[src/rtl/usb_in_arbiter.sv]
// Round-robin arbiter that shares the usb_cdc bulk IN byte stream among
// N_REQ application sources. A grant lasts for one burst (up to MAX_BURST
// bytes, a byte marked last, or TIMEOUT idle cycles), so bytes from different
// sources never interleave inside one USB packet. Data is passed through
// combinationally from the granted source; nothing is buffered.
module usb_in_arbiter #(
    parameter int N_REQ     = 4,
    parameter int MAX_BURST = 8,
    parameter int TIMEOUT   = 16
) (
    input  logic               clk_i,
    input  logic               rst_i,
    input  logic [8*N_REQ-1:0] req_data_i,
    input  logic [N_REQ-1:0]   req_valid_i,
    input  logic [N_REQ-1:0]   req_last_i,
    output logic [N_REQ-1:0]   req_ready_o,
    output logic [7:0]         out_data_o,
    output logic               out_valid_o,
    input  logic               out_ready_i,
    output logic [N_REQ-1:0]   grant_o,
    output logic               busy_o
);

    localparam int PTR_W  = $clog2(N_REQ);
    localparam int BCNT_W = $clog2(MAX_BURST + 1);
    localparam int ICNT_W = $clog2(TIMEOUT + 1);

    typedef enum logic {
        S_IDLE  = 1'b0,
        S_GRANT = 1'b1
    } state_t;

    state_t            r_state, w_state_next;
    logic [PTR_W-1:0]  r_ptr, w_ptr_next;
    logic [PTR_W-1:0]  r_gidx, w_gidx_next;
    logic [BCNT_W-1:0] r_burst_cnt, w_burst_cnt_next;
    logic [ICNT_W-1:0] r_idle_cnt, w_idle_cnt_next;

    logic [7:0]        w_data_arr [N_REQ];
    logic              w_any_req;
    logic [PTR_W-1:0]  w_pick;
    logic [PTR_W:0]    w_sum;
    logic [PTR_W-1:0]  w_cand;
    logic              w_g_valid;
    logic              w_g_last;
    logic              w_xfer;
    logic              w_release;

    // Split the flat data bus into one byte per requester and decode the grant.
    generate
        for (genvar gi = 0; gi < N_REQ; gi++) begin : g_req
            assign w_data_arr[gi] = req_data_i[8*gi +: 8];
            assign grant_o[gi]    = (r_state == S_GRANT) && (r_gidx == PTR_W'(gi));
        end
    endgenerate

    assign busy_o    = (r_state == S_GRANT);
    assign w_g_valid = req_valid_i[r_gidx];
    assign w_g_last  = req_last_i[r_gidx];
    assign w_xfer    = out_valid_o & out_ready_i;

    // Rotating search: first valid requester starting at the priority pointer.
    always_comb begin
        w_any_req = 1'b0;
        w_pick    = '0;
        w_sum     = '0;
        w_cand    = '0;
        for (int i = 0; i < N_REQ; i++) begin
            w_sum = {1'b0, r_ptr} + (PTR_W+1)'(i);
            if (w_sum >= (PTR_W+1)'(N_REQ)) begin
                w_sum = w_sum - (PTR_W+1)'(N_REQ);
            end
            w_cand = w_sum[PTR_W-1:0];
            if (!w_any_req && req_valid_i[w_cand]) begin
                w_any_req = 1'b1;
                w_pick    = w_cand;
            end
        end
    end

    // Pass-through mux: only the granted source sees out_ready_i.
    always_comb begin
        out_data_o  = '0;
        out_valid_o = 1'b0;
        req_ready_o = '0;
        if (r_state == S_GRANT) begin
            out_data_o          = w_data_arr[r_gidx];
            out_valid_o         = w_g_valid;
            req_ready_o[r_gidx] = out_ready_i;
        end
    end

    // Next-state logic: arbitration in IDLE, burst/idle accounting in GRANT.
    always_comb begin
        w_state_next     = r_state;
        w_ptr_next       = r_ptr;
        w_gidx_next      = r_gidx;
        w_burst_cnt_next = r_burst_cnt;
        w_idle_cnt_next  = r_idle_cnt;
        w_release        = 1'b0;
        case (r_state)
            S_IDLE: begin
                if (w_any_req) begin
                    w_state_next     = S_GRANT;
                    w_gidx_next      = w_pick;
                    w_burst_cnt_next = '0;
                    w_idle_cnt_next  = '0;
                end
            end
            S_GRANT: begin
                if (w_xfer) begin
                    // Last byte and full burst may coincide: still one release.
                    w_burst_cnt_next = r_burst_cnt + BCNT_W'(1);
                    w_idle_cnt_next  = '0;
                    if (w_g_last || (r_burst_cnt == BCNT_W'(MAX_BURST - 1))) begin
                        w_release = 1'b1;
                    end
                end else if (!w_g_valid) begin
                    // Only a silent source counts as idle; backpressure never does.
                    if (r_idle_cnt == ICNT_W'(TIMEOUT - 1)) begin
                        w_release = 1'b1;
                    end else begin
                        w_idle_cnt_next = r_idle_cnt + ICNT_W'(1);
                    end
                end
                if (w_release) begin
                    w_state_next     = S_IDLE;
                    w_burst_cnt_next = '0;
                    w_idle_cnt_next  = '0;
                    if (r_gidx == PTR_W'(N_REQ - 1)) begin
                        w_ptr_next = '0;
                    end else begin
                        w_ptr_next = r_gidx + PTR_W'(1);
                    end
                end
            end
            default: begin
                w_state_next = S_IDLE;
            end
        endcase
    end

    // State register with synchronous reset.
    always_ff @(posedge clk_i) begin
        if (rst_i) begin
            r_state     <= S_IDLE;
            r_ptr       <= '0;
            r_gidx      <= '0;
            r_burst_cnt <= '0;
            r_idle_cnt  <= '0;
        end else begin
            r_state     <= w_state_next;
            r_ptr       <= w_ptr_next;
            r_gidx      <= w_gidx_next;
            r_burst_cnt <= w_burst_cnt_next;
            r_idle_cnt  <= w_idle_cnt_next;
        end
    end

endmodule

[config.mk]
export PLATFORM = sky130hd
export DESIGN_NAME = usb_in_arbiter
export DESIGN_NICKNAME = d
export VERILOG_FILES = /design/src/rtl/usb_in_arbiter.sv
export SDC_FILE = /design/constraint.sdc
export NUM_CORES = 1
export LEC_CHECK = 0
export BUFFER_PORTS_ARGS = -buffer_cell sky130_fd_sc_hd__buf_2
export CORE_MARGIN = 1.5
export CORE_UTILIZATION = 44
export CTS_CLUSTER_DIAMETER = 40
export CTS_CLUSTER_SIZE = 8
export DETAILED_ROUTE_END_ITERATION = 8
export HOLD_SLACK_MARGIN = 0.06
export PLACE_DENSITY_LB_ADDON = 0.2
export SLEW_MARGIN = 15
export SYNTH_ARGS = -nofsm -noshare
export SYNTH_HDL_FRONTEND = slang
export SYNTH_SLANG_ARGS = --single-unit
[constraint.sdc]
create_clock -name clk_i -period 2.9 [get_ports clk_i]
set_input_delay 0 -clock clk_i [delete_from_list [all_inputs] [get_ports clk_i]]
set_output_delay 0 -clock clk_i [all_outputs]
set_load 0.1 [all_outputs]
# Word-level counts from Yosys, hierarchy flattened
# Cells that the tools add are included.
# op_classes
n_addsub,10
order_cmp,11
eq_ne,9
n_mux,51
bitwise,4
n_reduce_logical,17
# op_table
op,count
$mux W5,5
$mux W8,3
$mux W1,19
$mux W2,9
$bmux W8 S2,1
$mux W4,4
$lt A2 B3 Y1 const B,5
$bmux W1 S2,6
$ge A3 B3 Y1 const B,4
$pmux W5 S2,1
$logic_and A1 B1 Y1,8
$pmux W4 S2,1
$sub A2 B1 Y2 const B,4
$add A2 B2 Y3 const B,2
$reduce_and A2 Y1,3
$add A5 B1 Y5 const B,1
$eq A5 B4 Y1 const B,1
$add A4 B1 Y4 const B,1
$and A4 B4 Y4,1
$eq A2 B2 Y1 const B,2
$eq A4 B3 Y1 const B,1
$ne A4 B2 Y1 const B,1
$ne A4 B3 Y1 const B,1
$add A2 B1 Y3 const B,1
15 further kinds,17
# word_totals
ff_bits,14
in_bits,43
out_inout_bits,18
wordCells,107

# Depth between registers and ports, before layout
# logic_depth
depth_word,16
ltp_mapped,7
ltp_nobuf,7

# Least setup slack after synthesis
# Ideal clock, no wire load.
# synth_path
path_type,register to register
startpoint,"register r_state, in the netlist busy_o"
endpoint,register r_burst_cnt[0]
setup_time_ns,0.071
arrival_ns,2.414
required_ns,2.829
path_slack_ns,0.416
stages_incl_launch_ff,5
path_buffers,1
period_less_slack_ns,2.484
cell_sequence,dfxtp_1 clkbuf_1 and2_1 nand4b_1 a21oi_1
# synth_between
elab_chain_cells,6
word_cells_on_any_way,10
classes_between,2 x eq/ne; 5 x mux; 2 x bitwise; 1 x reduce/logical
# synth_lines
element,line,source
from (decl),33,"state_t r_state, w_state_next;"
from (signal assigned),152,r_state <= w_state_next;
$mux W1 *,86,if (r_state == S_GRANT) begin
named net out_valid_o,18,"output logic out_valid_o,"
$and A1 B1 Y1 *,60,assign w_xfer = out_valid_o & out_ready_i;
$mux W1,111,if (w_xfer) begin
$mux W1,101,case (r_state)
$mux W4 or $ne A3 B1 Y1 (tied branches),--,
$pmux W4 S2 or $reduce_and A2 Y1 (tied branches),--,
to (signal assigned),155,r_burst_cnt <= w_burst_cnt_next;
to (decl),36,"logic [BCNT_W-1:0] r_burst_cnt, w_burst_cnt_next;"
# The timed path passes the listed nets; every way through them passes the cells marked *. The select of a mux whose other input is x is not followed.
# A chain may end at the register's enable or synchronous reset.

# Worst setup path after layout
# layout_path
startpoint,register r_gidx[0]
endpoint,register r_ptr[0]
# layout_between
elab_chain_cells,7
word_cells_on_any_way,15
classes_between,1 x add/sub; 1 x eq/ne; 10 x mux; 1 x bitwise; 2 x reduce/logical
# layout_lines
element,line,source
from (decl),35,"logic [PTR_W-1:0] r_gidx, w_gidx_next;"
from (signal assigned),154,r_gidx <= w_gidx_next;
$bmux W1 S2 (on tied branches),"58, 59",
$mux W1 (on tied branches),"58, 59",
$mux W1 or $logic_or A1 B1 Y1 (tied branches),"86, 115",
$and A1 B1 Y1 or $mux W1 (tied branches),"60, 115",
$mux W1,111,
$mux W1,101,
$reduce_and A2 Y1 (no source line),--,
to (signal assigned),153,r_ptr <= w_ptr_next;
to (decl),34,"logic [PTR_W-1:0] r_ptr, w_ptr_next;"
# Several ways; a longest one is shown, not always the timed one. The select of a mux whose other input is x is not followed.

==> impl_metrics.csv <==
group,metric,value,unit
placed_design,placed_cell_area,1610,µm²
logic_synthesis,synth-seq-cells,14,
logic_synthesis,syn-cell-area,1300,µm²
drt,drc,0,
placed_design,io_buffers,60,
setup_path,worstSetupPathType,"reg -> reg",
setup_path,cp_top_family,"multiplexers",
floorplanning,die_y,57.4,µm
clock_tree,cts_resized,0,
floorplanning,rows,19,
final_layout,fillers,253,
logic_synthesis,async_reset_ff_frac,0,
pwr,power_density,352,nW/µm²
setup_path,start_kind,"flip-flop",
drt,drtIter0Drc,47,
drt,wl_per_cell,14.9,µm
drt,drtAntennaViolNets,0,
pwr,p_leak,0.758,nW
timing,slew_headroom,0.491,
floorplanning,die_w,57.4,µm
floorplanning,initial_core_util,0.468,
clock_tree,insertion_delay,0.28,ns
timing,fin_crit_sh,0.773,
logic_synthesis,ys_seq_area_frac,0.215,
timing,worst_slew_pin_slew,0.762,ns
placed_design,routabilityCongestion,0.829,
placed_design,dp_slack,0.674,ns
timing,hold_viol,0,
timing,post-route-min-period,2.24,ns
final_layout,fin_util,0.592,
logic_synthesis,synth_fp_nets,196,
logic_synthesis,synth_most_common_cell,"dfxtp_1",
grt,antenna_found_initial,0,
setup_path,critPathBufInv,1,
job,maxCapViolCount,0,
clock_tree,cts_inserted_buffers,3,
logic_synthesis,synthTopCellsByArea,"dfxtp_1 22%, mux4_2 17%, ha_1 6.7%",
run_status,status,"finished clean",
clock_tree,clk_pin_slew_worst_paths,0.08,ns
timing,finalMaxSlewViolations,0,
grt,overflow,0,
timing,setup_slack,0.657,ns
placed_design,hpwl,2.78,mm
setup_path,crit_arrival,2.42,ns
final_layout,fin_nets,255,
final_layout,final_cells,234,
timing,tns,0,ns
logic_synthesis,syn_inst,146,
logic_synthesis,synth_top_area_frac,0.215,
pwr,ir_drop,0.288,mV
floorplanning,pin_count,61,
logic_synthesis,yosysWarnings,0,
drt,drt_pass1_iterations,4,
final_layout,drive_above_1_share,0.399,
timing,timing.hold.ws,0.0886,ns
final_layout,n_antenna_cell,0,
logic_synthesis,syn-mean-instance-area,8.91,µm²
timing,fin_skew,0.00929,ns
setup_path,crit_fanout,13,
placed_design,place_inst,230,
logic_synthesis,synth_common_cells,"14 x dfxtp_1, 13 x and2_1, 12 x inv_1",
timing,rsz0062_at_grt,"false",
clock_tree,cts_tree,"built",
logic_synthesis,ys_types,39,
floorplanning,core,2780,µm²
pwr,total_power,580,µW
logic_synthesis,synth-edff-count,0,
clock_tree,clockBufferDepth,2,
floorplanning,dieArea,3290,µm²
logic_synthesis,yosysTopAreaCell,"dfxtp_1",
setup_path,cp.required,3.08,ns
setup_path,cp_slowest_cell,"mux4_2",
clock_tree,cts_setup_buffers,0,
grt,grt_pass1_wl,6.04,mm
timing,finalSetupViolCount,0,
logic_synthesis,synth_ff_type,"dfxtp_1",
setup_path,max_stage_delay,0.57,ns
setup_path,end_kind,"flip-flop",
grt,first_global_vias,1398,
clock_tree,htree_levels,1,
grt,grt_util_all_layers,0.232,
drt,wl,3.48,mm
clock_tree,cts_num_sinks,14,
min_path,min_path_type,"in -> reg",
drt,viasPerCell,5.82,
clock_tree,cts_root_buf,"clkbuf_4",
final_layout,area_growth,26.5,%
drt,dr_total_vias,1361,
final_layout,fin_area,1650,µm²
setup_path,cp_cell_sequence,"buf_4 -> mux4_2 -> o211ai_1 -> a21boi_2 -> mux2_1",
timing,fmax,446,MHz
grt,grt_max_degree,22,
[sequential cells by signal, summed over array words and instances (netlist names)]
register	flops
busy_o	1
r_burst_cnt	4
r_gidx	2
r_idle_cnt	5
r_ptr	2
[layout by cell type, fill, tap and decap left out, types with 2 or more instances in the layout]
cell      count
buf_4         4
or3_1         2
inv_1        12
mux2i_1       5
and2_1       13
nor3_1        2
dfxtp_1      14
and3_1        6
clkbuf_4      3
nand2b_1      2
nand2_1       3
nor2b_1       3
o211ai_1      3
nand3b_1      2
mux4_2       10
nor2_1        4
a21oi_1      10
o31ai_1       4
or4_1         2
nor3b_1       3
nand3_1       3
nand4_1       5
o21ai_0       6
buf_2        60
ha_1          7
[where the power goes]
| group | switching [mW] | total [mW] | leakage [nW] | internal [mW] |
|---|---|---|---|---|
| logic | 0.178 | 0.264 | 0.631 | 0.0852 |
| registers | 0.0109 | 0.208 | 0.114 | 0.198 |
| clock network | 0.0597 | 0.108 | 0.0138 | 0.0482 |
| total | 0.249 | 0.580 | 0.758 | 0.331 |
[timing repair]
action	4_1_cts	5_1_grt
endpoints found under the setup margin	0	0
hold buffers	1	0
hold endpoints to repair	5	0
[metal layers]
metal	vias to the layer above	part of all wire	global-route usage
met2	34	0.53	0.425
met3	10	0.038	0.0522
met4	0	0.026	0.0831
met1	658	0.40	0.259
met5	-	0	0
li1	659	-	-
[cell families after synthesis]
| kind of cell | synth area share |
|---|---|
| DFF | 0.215 |
| adders and majority gates | 0.0673 |
| buffers and inverters | 0.0779 |
| muxes | 0.229 |
| and+or+nand+nor | 0.267 |
| AOI/OAI and AO/OA | 0.143 |
[layout make-up]
class | count | area (µm²) | area share
clock buffers | 3 | 22.5 | 0.0137
inverters | 12 | 45.0 | 0.0274
multi-input cells | 109 | 920 | 0.559
flip-flops and latches | 14 | 280 | 0.170
well taps | 31 | 38.8 | 0.0236
repair buffers | 65 | 340 | 0.207
[worst register-to-register path, delay by kind of cell, from the launching register on]
family / cells / cell delay, ns
buf+inv: 1 / 0.28
mux: 2 / 0.89
compound gates: 2 / 0.52
flops: 1 / 0.44
[final timing paths]
check	from	end	slack, ns	depth (start not counted)
min reg2reg	r_idle_cnt[4]$_SDFFE_PP0P_	r_idle_cnt[4]$_SDFFE_PP0P_	0.48	2
min	out_ready_i	r_burst_cnt[0]$_SDFFE_PP0P_	0.09	3
max	r_gidx[0]$_SDFFE_PP0P_	r_ptr[0]$_SDFFE_PP0P_	0.66	5
max reg2reg	r_gidx[0]$_SDFFE_PP0P_	r_ptr[0]$_SDFFE_PP0P_	0.66	5
Power figures use the tool's default switching activity.
